[src/rtl/reg_port_ctrl_pkg.sv]
// Shared widths and FSM state encodings for the register-stack requester port.
package reg_port_ctrl_pkg;

  localparam int DEF_WORD_WIDTH     = 16;
  localparam int DEF_NIB_WIDTH      = 4;
  localparam int DEF_REG_STACK_SIZE = 16;

  typedef enum logic [1:0] {
    RD_IDLE = 2'd0,
    RD_ADDR = 2'd1,
    RD_CAP  = 2'd2,
    RD_HOLD = 2'd3
  } rd_state_t;

  typedef enum logic [1:0] {
    WB_IDLE   = 2'd0,
    WB_SETUP  = 2'd1,
    WB_STROBE = 2'd2
  } wb_state_t;

endpackage

[src/rtl/reg_port_ctrl_scoreboard.sv]
// Per-register busy bits: set on issue of a writing op, cleared on its writeback strobe.
module reg_port_ctrl_scoreboard
  import reg_port_ctrl_pkg::*;
#(
  parameter int NIB_WIDTH      = DEF_NIB_WIDTH,
  parameter int REG_STACK_SIZE = DEF_REG_STACK_SIZE
) (
  input  logic                 clk,
  input  logic                 reset,
  input  logic                 set_en,
  input  logic [NIB_WIDTH-1:0] set_idx,
  input  logic                 clr_en,
  input  logic [NIB_WIDTH-1:0] clr_idx,
  input  logic [NIB_WIDTH-1:0] rd_idx1,
  input  logic [NIB_WIDTH-1:0] rd_idx2,
  output logic                 busy1,
  output logic                 busy2
);

  localparam int NUM_IDX = 2 ** NIB_WIDTH;

  logic [NUM_IDX-1:0] busy;
  logic [NUM_IDX-1:0] valid_mask;
  logic [NUM_IDX-1:0] set_vec;
  logic [NUM_IDX-1:0] clr_vec;

  // Indices beyond the stack never get a busy bit, so lookups on them read 0.
  for (genvar i = 0; i < NUM_IDX; i++) begin : g_mask
    assign valid_mask[i] = (i < REG_STACK_SIZE);
  end

  assign set_vec = set_en ? ((NUM_IDX'(1) << set_idx) & valid_mask) : '0;
  assign clr_vec = clr_en ? (NUM_IDX'(1) << clr_idx) : '0;

  // Set is applied after clear so a same-cycle set/clear leaves the bit set.
  always_ff @(posedge clk or posedge reset) begin
    if (reset) busy <= '0;
    else       busy <= (busy & ~clr_vec) | set_vec;
  end

  assign busy1 = busy[rd_idx1];
  assign busy2 = busy[rd_idx2];

endmodule

[src/rtl/reg_port_ctrl.sv]
// Requester side of the register stack: operand fetch to the ALU and result writeback.
// Optional REG_PORT_FORWARD_EN bypasses an in-flight writeback value into a stalled read.
module reg_port_ctrl
  import reg_port_ctrl_pkg::*;
#(
  parameter int WORD_WIDTH     = DEF_WORD_WIDTH,
  parameter int NIB_WIDTH      = DEF_NIB_WIDTH,
  parameter int REG_STACK_SIZE = DEF_REG_STACK_SIZE
) (
  input  logic                  clk,
  input  logic                  reset,
  input  logic                  req_valid,
  output logic                  req_ready,
  input  logic [NIB_WIDTH-1:0]  req_src1,
  input  logic [NIB_WIDTH-1:0]  req_src2,
  input  logic [NIB_WIDTH-1:0]  req_dst,
  input  logic                  req_wr,
  output logic                  op_valid,
  input  logic                  op_ready,
  output logic [WORD_WIDTH-1:0] op_a,
  output logic [WORD_WIDTH-1:0] op_b,
  output logic [NIB_WIDTH-1:0]  op_dst,
  output logic                  op_wr,
  input  logic                  wb_valid,
  output logic                  wb_ready,
  input  logic [NIB_WIDTH-1:0]  wb_num,
  input  logic [WORD_WIDTH-1:0] wb_val,
  output logic [NIB_WIDTH-1:0]  rf_num1,
  output logic [NIB_WIDTH-1:0]  rf_num2,
  input  logic [WORD_WIDTH-1:0] rf_out1,
  input  logic [WORD_WIDTH-1:0] rf_out2,
  output logic                  rf_get_clk,
  output logic [NIB_WIDTH-1:0]  rf_setnum,
  output logic [WORD_WIDTH-1:0] rf_setval,
  output logic                  rf_set_clk
);

  rd_state_t rd_state, rd_next;
  wb_state_t wb_state, wb_next;

  logic                  busy1, busy2;
  logic                  fwd1, fwd2, rd_stall;
  logic                  fwd1_q, fwd2_q;
  logic [WORD_WIDTH-1:0] fwd_val_q;
  logic                  req_accept, wb_accept, op_fire;

  assign req_accept = (rd_state == RD_IDLE) && req_valid;
  assign wb_accept  = (wb_state == WB_IDLE) && wb_valid;
  assign op_fire    = op_valid && op_ready;

  reg_port_ctrl_scoreboard #(
    .NIB_WIDTH      (NIB_WIDTH),
    .REG_STACK_SIZE (REG_STACK_SIZE)
  ) u_scoreboard (
    .clk     (clk),
    .reset   (reset),
    .set_en  (op_fire && op_wr),
    .set_idx (op_dst),
    .clr_en  (wb_state == WB_STROBE),
    .clr_idx (rf_setnum),
    .rd_idx1 (rf_num1),
    .rd_idx2 (rf_num2),
    .busy1   (busy1),
    .busy2   (busy2)
  );

`ifdef REG_PORT_FORWARD_EN
  logic wb_pending;
  assign wb_pending = (wb_state == WB_SETUP) || (wb_state == WB_STROBE);
  // A busy source whose write is already staged on the set port takes rf_setval.
  assign fwd1 = wb_pending && busy1 && (rf_num1 == rf_setnum);
  assign fwd2 = wb_pending && busy2 && (rf_num2 == rf_setnum);
`else
  assign fwd1 = 1'b0;
  assign fwd2 = 1'b0;
`endif

  assign rd_stall = (busy1 && !fwd1) || (busy2 && !fwd2);

  always_ff @(posedge clk or posedge reset) begin
    if (reset) begin
      rd_state <= RD_IDLE;
      wb_state <= WB_IDLE;
    end else begin
      rd_state <= rd_next;
      wb_state <= wb_next;
    end
  end

  always_comb begin
    rd_next   = rd_state;
    req_ready = 1'b0;
    op_valid  = 1'b0;
    case (rd_state)
      RD_IDLE: begin
        req_ready = 1'b1;
        if (req_valid) rd_next = RD_ADDR;
      end
      RD_ADDR: if (!rd_stall) rd_next = RD_CAP;
      RD_CAP:  rd_next = RD_HOLD;
      RD_HOLD: begin
        op_valid = 1'b1;
        if (op_ready) rd_next = RD_IDLE;
      end
      default: rd_next = RD_IDLE;
    endcase
  end

  always_comb begin
    wb_next  = wb_state;
    wb_ready = 1'b0;
    case (wb_state)
      WB_IDLE: begin
        wb_ready = 1'b1;
        if (wb_valid) wb_next = WB_SETUP;
      end
      WB_SETUP:  wb_next = WB_STROBE;
      WB_STROBE: wb_next = WB_IDLE;
      default:   wb_next = WB_IDLE;
    endcase
  end

  // Strobes are flopped from next-state so the stack sees clean, glitch-free edges.
  always_ff @(posedge clk or posedge reset) begin
    if (reset) begin
      rf_num1    <= '0;
      rf_num2    <= '0;
      op_dst     <= '0;
      op_wr      <= 1'b0;
      op_a       <= '0;
      op_b       <= '0;
      fwd1_q     <= 1'b0;
      fwd2_q     <= 1'b0;
      fwd_val_q  <= '0;
      rf_setnum  <= '0;
      rf_setval  <= '0;
      rf_get_clk <= 1'b0;
      rf_set_clk <= 1'b0;
    end else begin
      rf_get_clk <= (rd_next == RD_CAP);
      rf_set_clk <= (wb_next == WB_STROBE);
      if (req_accept) begin
        rf_num1 <= req_src1;
        rf_num2 <= req_src2;
        op_dst  <= req_dst;
        op_wr   <= req_wr;
      end
      if ((rd_state == RD_ADDR) && !rd_stall) begin
        fwd1_q    <= fwd1;
        fwd2_q    <= fwd2;
        fwd_val_q <= rf_setval;
      end
      if (rd_state == RD_CAP) begin
        op_a <= fwd1_q ? fwd_val_q : rf_out1;
        op_b <= fwd2_q ? fwd_val_q : rf_out2;
      end
      if (wb_accept) begin
        rf_setnum <= wb_num;
        rf_setval <= wb_val;
      end
    end
  end

endmodule
[config.mk]
export PLATFORM = sky130hd
export DESIGN_NAME = reg_port_ctrl
export DESIGN_NICKNAME = d
export VERILOG_FILES = /design/src/rtl/reg_port_ctrl_pkg.sv /design/src/rtl/reg_port_ctrl_scoreboard.sv /design/src/rtl/reg_port_ctrl.sv
export SDC_FILE = /design/constraint.sdc
export NUM_CORES = 1
export LEC_CHECK = 0
export CAP_MARGIN = 10
export CORE_MARGIN = 2
export CORE_UTILIZATION = 40
export CTS_BUF_LIST = sky130_fd_sc_hd__clkbuf_16
export CTS_CLUSTER_DIAMETER = 30
export CTS_CLUSTER_SIZE = 12
export DETAILED_ROUTE_END_ITERATION = 7
export PLACE_DENSITY = 0.73
export SLEW_MARGIN = 20
export SYNTH_ARGS = -nofsm -noshare
export SYNTH_HDL_FRONTEND = slang
export SYNTH_SLANG_ARGS = --single-unit
[constraint.sdc]
create_clock -name clk -period 6.03 [get_ports clk]
set_clock_uncertainty 0.1 [all_clocks]
set_input_delay 1.206 -clock clk [delete_from_list [all_inputs] [get_ports clk]]
set_output_delay 1.206 -clock clk [all_outputs]
set_load 0.01 [all_outputs]
==> results of run 1 <==
-- Yosys cell counts --
cell type	count
buf_2	4
or2_2	3
clkbuf_1	2
nor3b_1	1
mux2_2	64
nand3_1	2
dfrtp_1	86
nand4b_1	1
and2_1	3
mux2i_1	3
a32oi_1	1
nand2b_1	4
nor2b_1	2
nand3b_1	1
nor3_1	1
mux4_1	1
a311oi_1	2
nand2_1	13
buf_1	3
o21ai_0	33
mux4_2	5
o31ai_1	4
or3_1	1
inv_1	6
nand4_1	2
buf_6	1
or4_1	1
o31a_1	1
nor2_1	8
o41ai_1	1
-- power by group through the flow --
stage | logic [mW] | clock network (mW) | registers, mW
finish | 1.07 | 0.525 | 1.04
global route | 1.15 | 0.568 | 1.08
CTS | 1.08 | 0.538 | 1.04
detailed placement | 1.07 | 0 | 1.05
global placement | 1.06 | 0 | 1.03
floorplan | 0.479 | 0 | 1.08
-- final timing paths --
check / slack [ns] / depth (start not counted) / endpoint / from
max: 3.24 / 2 / wb_ready / rf_set_clk$_DFF_PP0_
min: 0.40 / 1 / op_b[6]$_DFFE_PP0N_ / op_b[6]$_DFFE_PP0N_
max reg2reg: 4.08 / 4 / rd_state[0]$_DFF_PP0_ / rf_num1[0]$_DFFE_PP0P_
min reg2reg: 0.40 / 1 / op_b[6]$_DFFE_PP0N_ / op_b[6]$_DFFE_PP0N_
max in group asynchronous: 3.99 / 3 / u_scoreboard.busy[14]$_DFF_PP0_ / reset
min in group asynchronous: 1.31 / 3 / op_b[5]$_DFFE_PP0N_ / reset
-- per-layer routing --
metal  track usage (%)  part of all wire (%)
met2             26.22                    48
met4             4.742                   1.0
met1             23.58                    44
met5                 0                     0
met3             4.043                   7.4
-- sequential cells by signal, summed over array words and instances, names as in the netlist --
| signal | count |
|---|---|
| op_wr | 1 |
| rf_setnum | 4 |
| rf_num1 | 4 |
| rf_setval | 16 |
| op_dst | 4 |
| rf_num2 | 4 |
| wb_state | 1 |
| rf_set_clk | 1 |
| rf_get_clk | 1 |
| op_a | 16 |
| op_b | 16 |
| u_scoreboard.busy | 16 |
| rd_state | 2 |
-- kinds of logic after synthesis --
logic type	synth area share, %
compound gates	6.690
flops	60.25
simple gates	6.130
mux	24.90
buf+inv	2.032
-- area by class of cell --
| class | count | area share (%) |
|---|---|---|
| clock buffers | 9 | 4.209 |
| flip-flops and latches | 86 | 40.22 |
| multi-input cells | 158 | 25.18 |
| clock inverters | 7 | 1.076 |
| inverters | 6 | 0.4442 |
| repair buffers | 141 | 26.35 |
| well taps | 108 | 2.525 |
-- stage by stage --
stage / std cells / hold slack [ns]
global route: 515 / 0.4089
CTS: 515 / 0.4054
finish: 515 / 0.4017
floorplan: 260 / 0.3773
global placement: 499 / 0.3846
detailed placement: 499 / 0.3922
-- layout by cell type, fill, tap and decap left out, types with 2 or more instances in the layout --
cell type          n
mux2_2            64
nand4_1            2
a311oi_1           2
or2_2              3
clkdlybuf4s50_1  139
nor2b_1            2
mux2i_1            3
nand2_1           13
dfrtp_1           86
nand3_1            2
o21ai_0           33
mux4_2             5
and2_1             3
o31ai_1            4
clkinv_1           2
nand2b_1           4
clkbuf_16          9
clkinv_2           2
inv_1              7
nor2_1             8
-- worst max-delay path: stages (launching register included) --
cell	delay (ns)
dfrtp_1	0.42
nor2_1	0.17
clkdlybuf4s50_1	0.57
==> flow_summary.yaml, run 1 <==
global_route:
  grt_max_degree: 87
  track_usage_pct: 16.78
  antenna_found_initial: 0
  grt_pass1_vias: 2657
  grt_pass1_wl_mm: 13.15
  grt.overflow.total: 0
power:
  internal-power_mw: 1.823
  combPwrFrac_pct: 40.6
  p_per_area_mw_per_mm2: 490.7
  p_total_mw: 2.626
  p_leak_nw: 2.156
  ir_worst_vdd_mv: 0.2626
  seq_power_share_pct: 39.4
  p_clk_share_pct: 20.0
  switching_share_pct: 30.59
  switchingPower_mw: 0.8031
layout:
  diodes: 0
  nets: 472
  post-route-util_pct: 61.66
  synthToLayoutAreaGrowth_pct: 49.81
  fin_area_mm2: 0.005351
  nFillCells: 706
  seqCellArea_mm2: 0.002152
  multi_input_area_mm2: 0.001348
  drive_above_1_share_pct: 21.38
timing:
  clock.fmax_ghz: 0.3586
  rsz0062_at_grt: "false"
  period_needed_ns: 2.788
  tns_ns: 0
  fin_ws_ns: 3.242
  slew_headroom_pct: 42.46
  hold_violations: 0
  report.final.slew_viol_count: 0
  period_share_pct: 46.24
  tightest_slew_ns: 0.8632
  setup-violations-final: 0
floorplan:
  dieArea_mm2: 0.009702
  row_count: 34
  fp.dieW_um: 98.50
  die_height_um: 98.50
  ios: 140
  core_area_mm2: 0.008678
  initial_core_util_pct: 41.16
critical_path:
  worst_ep_arrival_time_ns: 1.48
  worst_setup_path_start_kind: "flop"
  path_class: "reg -> out"
  end_kind: "output port"
  cp.required_ns: 4.72
  worstPathMaxFanout: 6
route:
  remaining_drc_errors: 0
  vias_per_cell: 5.157
  vias: 2656
  routed_wl_mm: 8.006
  drtIter0Drc: 83
  antenna_left: 0
  dr.pass1.iters: 4
  wl_per_cell_um: 15.55
place:
  postPlaceCellArea_mm2: 0.005065
  dpl_worst_slack_ns: 3.010
  place_congestion: 0.8805
  dp_hpwl_mm: 5.847
  io_buffers: 139
cts:
  cts_made_buffers: 9
  htreeDepth: 3
  cts_hold_buf: 0
  cts_resized: 0
  cts_root_buf: "clkbuf_16"
  clk_pin_slew_ns: 0.06
  cts_tree: "built"
  clock_sinks: 86
  insertion_delay_ns: 0.33
  cts.path.max_buffers: 2
  cts_setup_buffers: 0
yosys:
  post-synth-top-area-cell: "dfrtp_1"
  syn_area_per_cell_um2: 13.74
  synth.top_cell.area_share_pct: 60.25
  yosys-top-cells-area: "dfrtp_1 (60%), mux2_2 (20%), o21ai_0 (4.6%)"
  synth_cell_types: 30
  yosysWarnings: 0
  syn_inst: 260
  ys_ff_latch: 86
  syn-num-nets: 330
  yosysSeqAreaShare_pct: 60.25
  netlist_area_mm2: 0.003572
outcome:
  status: "complete, no violations"
job:
  max_cap_violations: 0
hold_path:
  worstHoldPathType: "reg -> reg"
Note: power is estimated with default switching activity, not from simulation.
==> run 2: changes to the inputs <==
==> constraint.sdc (replaced) <==
create_clock -name clk -period 2.7 [get_ports clk]
set_clock_uncertainty 0.1 [all_clocks]
set_input_delay 0.54 -clock clk [delete_from_list [all_inputs] [get_ports clk]]
set_output_delay 0.54 -clock clk [all_outputs]
set_load 0.01 [all_outputs]
==> run 2 against run 1 <==
- clock power is 120% higher
- setup slack worse by 2.7 ns
- combinational power is 130% higher
- die area stayed put
- hold slack about the same
- wire length grew 1.9%
- core utilization is 0.46 points higher
- critical path type unchanged
- largest cell class unchanged
==> flow_summary.yaml, run 2 (synthesis results as in run 1) <==
layout:
  final_common_cell: "clkdlybuf4s50_1"
  diodes: 0
  fin_cells: 519
  nets: 476
  final_cell_mix: "clkdlybuf4s50_1 (139), dfrtp_1 (86), mux2_2 (64)"
  synthToLayoutAreaGrowth_pct: 50.93
  nFillCells: 706
  drive_above_1_share_pct: 22.38
job:
  max_cap_violations: 0
timing:
  period_needed_ns: 2.124
  setup-violations-final: 0
  tns_ns: 0
  clock.fmax_ghz: 0.4709
  period_share_pct: 78.65
  rsz0062_at_grt: "false"
  report.final.slew_viol_count: 0
  slew_headroom_pct: 67.75
  hold_violations: 0
  tightest_slew_ns: 0.4828
floorplan:
  fp.dieW_um: 98.50
  die_height_um: 98.50
  row_count: 34
  dieArea_mm2: 0.009702
  ios: 140
  core_area_mm2: 0.008678
  initial_core_util_pct: 41.16
critical_path:
  cp_slowest_cell: "clkdlybuf4s50_1"
  r2r-end: "rd_state[0]$_DFF_PP0_"
  worst_setup_path_start_kind: "flop"
  reg2regPathDepth: 4
  rr_startpoint: "rf_num1[0]$_DFFE_PP0P_"
  critPathTopFamily: "buffers and inverters"
  end_kind: "output port"
  slowest_delay_ns: 0.57
  cp-endpoint: "wb_ready"
  crit_buf_inv: 1
  crit_path_start: "rf_set_clk$_DFF_PP0_"
  regToRegSetupSlack_ns: 0.76
  path_depth: 2
  path_cells: "nor2_1, clkdlybuf4s50_1"
  worst_ep_arrival_time_ns: 1.48
  cp.required_ns: 2.06
  path_class: "reg -> out"
  worstPathMaxFanout: 6
global_route:
  grt.overflow.total: 0
  antenna_found_initial: 0
  grt_pass1_wl_mm: 13.72
  grt_pass1_vias: 2660
  track_usage_pct: 17.71
  grt_max_degree: 45
route:
  vias: 2685
  remaining_drc_errors: 0
  dr.pass1.iters: 4
  vias_per_cell: 5.173
  antenna_left: 0
  wl_per_cell_um: 15.71
  drtIter0Drc: 82
  routed_wl_mm: 8.155
cts:
  cts_hold_buf: 0
  cts.path.max_buffers: 2
  insertion_delay_ns: 0.33
  cts_made_buffers: 9
  cts_root_buf: "clkbuf_16"
  cts_setup_buffers: 0
  clk_pin_slew_ns: 0.06
  htreeDepth: 3
  cts_resized: 0
  cts_tree: "built"
  clock_sinks: 86
power:
  ir_worst_vdd_mv: 0.4240
  p_leak_nw: 2.178
  p_per_area_mw_per_mm2: 1092
place:
  placed_cells: 503
  dp_hpwl_mm: 6.086
  io_buffers: 139
  place_congestion: 0.9174
hold_path:
  worstHoldPathType: "reg -> reg"
outcome:
  status: "complete, no violations"
-- run 2: cell type report --
class	instances	area [um2]	share of cell area [%]
Tap cell	108	135.1	2.506
Sequential cell	86	2152	39.92
Inverter	6	26.28	0.4874
Clock inverter	7	56.30	1.044
Clock buffer	9	225.2	4.177
Multi-Input combinational cell	158	1348	24.99
Timing Repair Buffer	145	1449	26.87
-- run 2: how the worst min path moves through the flow --
stage,startpoint,endpoint,depth (start not counted)
detailed placement,op_b[15]$_DFFE_PP0N_,op_b[15]$_DFFE_PP0N_,1
finish,op_b[8]$_DFFE_PP0N_,op_b[8]$_DFFE_PP0N_,1
global placement,op_a[11]$_DFFE_PP0N_,op_a[11]$_DFFE_PP0N_,1
global route,op_b[9]$_DFFE_PP0N_,op_b[9]$_DFFE_PP0N_,1
CTS,op_a[6]$_DFFE_PP0N_,op_a[6]$_DFFE_PP0N_,1
floorplan,u_scoreboard.busy[9]$_DFF_PP0_,u_scoreboard.busy[9]$_DFF_PP0_,2
-- run 2: per-stage QoR --
step | cell area, um2 | hold WS, ns | power [mW] | setup slack (ns) | util (%)
after floorplan | 3576 | 0.3773 | 3.491 | 0.8670 | -
after global placement | 5110 | 0.3855 | 4.690 | 0.7446 | 58.88
after CTS | 5391 | 0.4054 | 5.962 | 0.5605 | 62.13
final | 5391 | 0.4014 | 5.887 | 0.5763 | 62.13
after detailed placement | 5110 | 0.3921 | 4.765 | 0.7241 | 58.88
after global routing | 5391 | 0.4137 | 6.277 | 0.5030 | 62.13
-- run 2: per-layer routing --
metal | part of all wire (%) | routed length, um | global-route usage, % | vias to the layer above
met5 | 0 | 0 | 0 | -
met4 | 0.99 | 81 | 5.058 | 0
met3 | 6.6 | 536 | 4.894 | 9
met2 | 48 | 3916 | 27.21 | 110
met1 | 44 | 3622 | 24.89 | 1338
li1 | - | - | - | 1228
-- run 2: where the power goes --
group          leakage, nW  switching (mW)  total [mW]  internal, mW
logic                 1.03           0.882        2.41          1.53
registers            0.999           0.454        2.31          1.85
clock network        0.145           0.468        1.17         0.701
total                 2.18            1.80        5.89          4.08
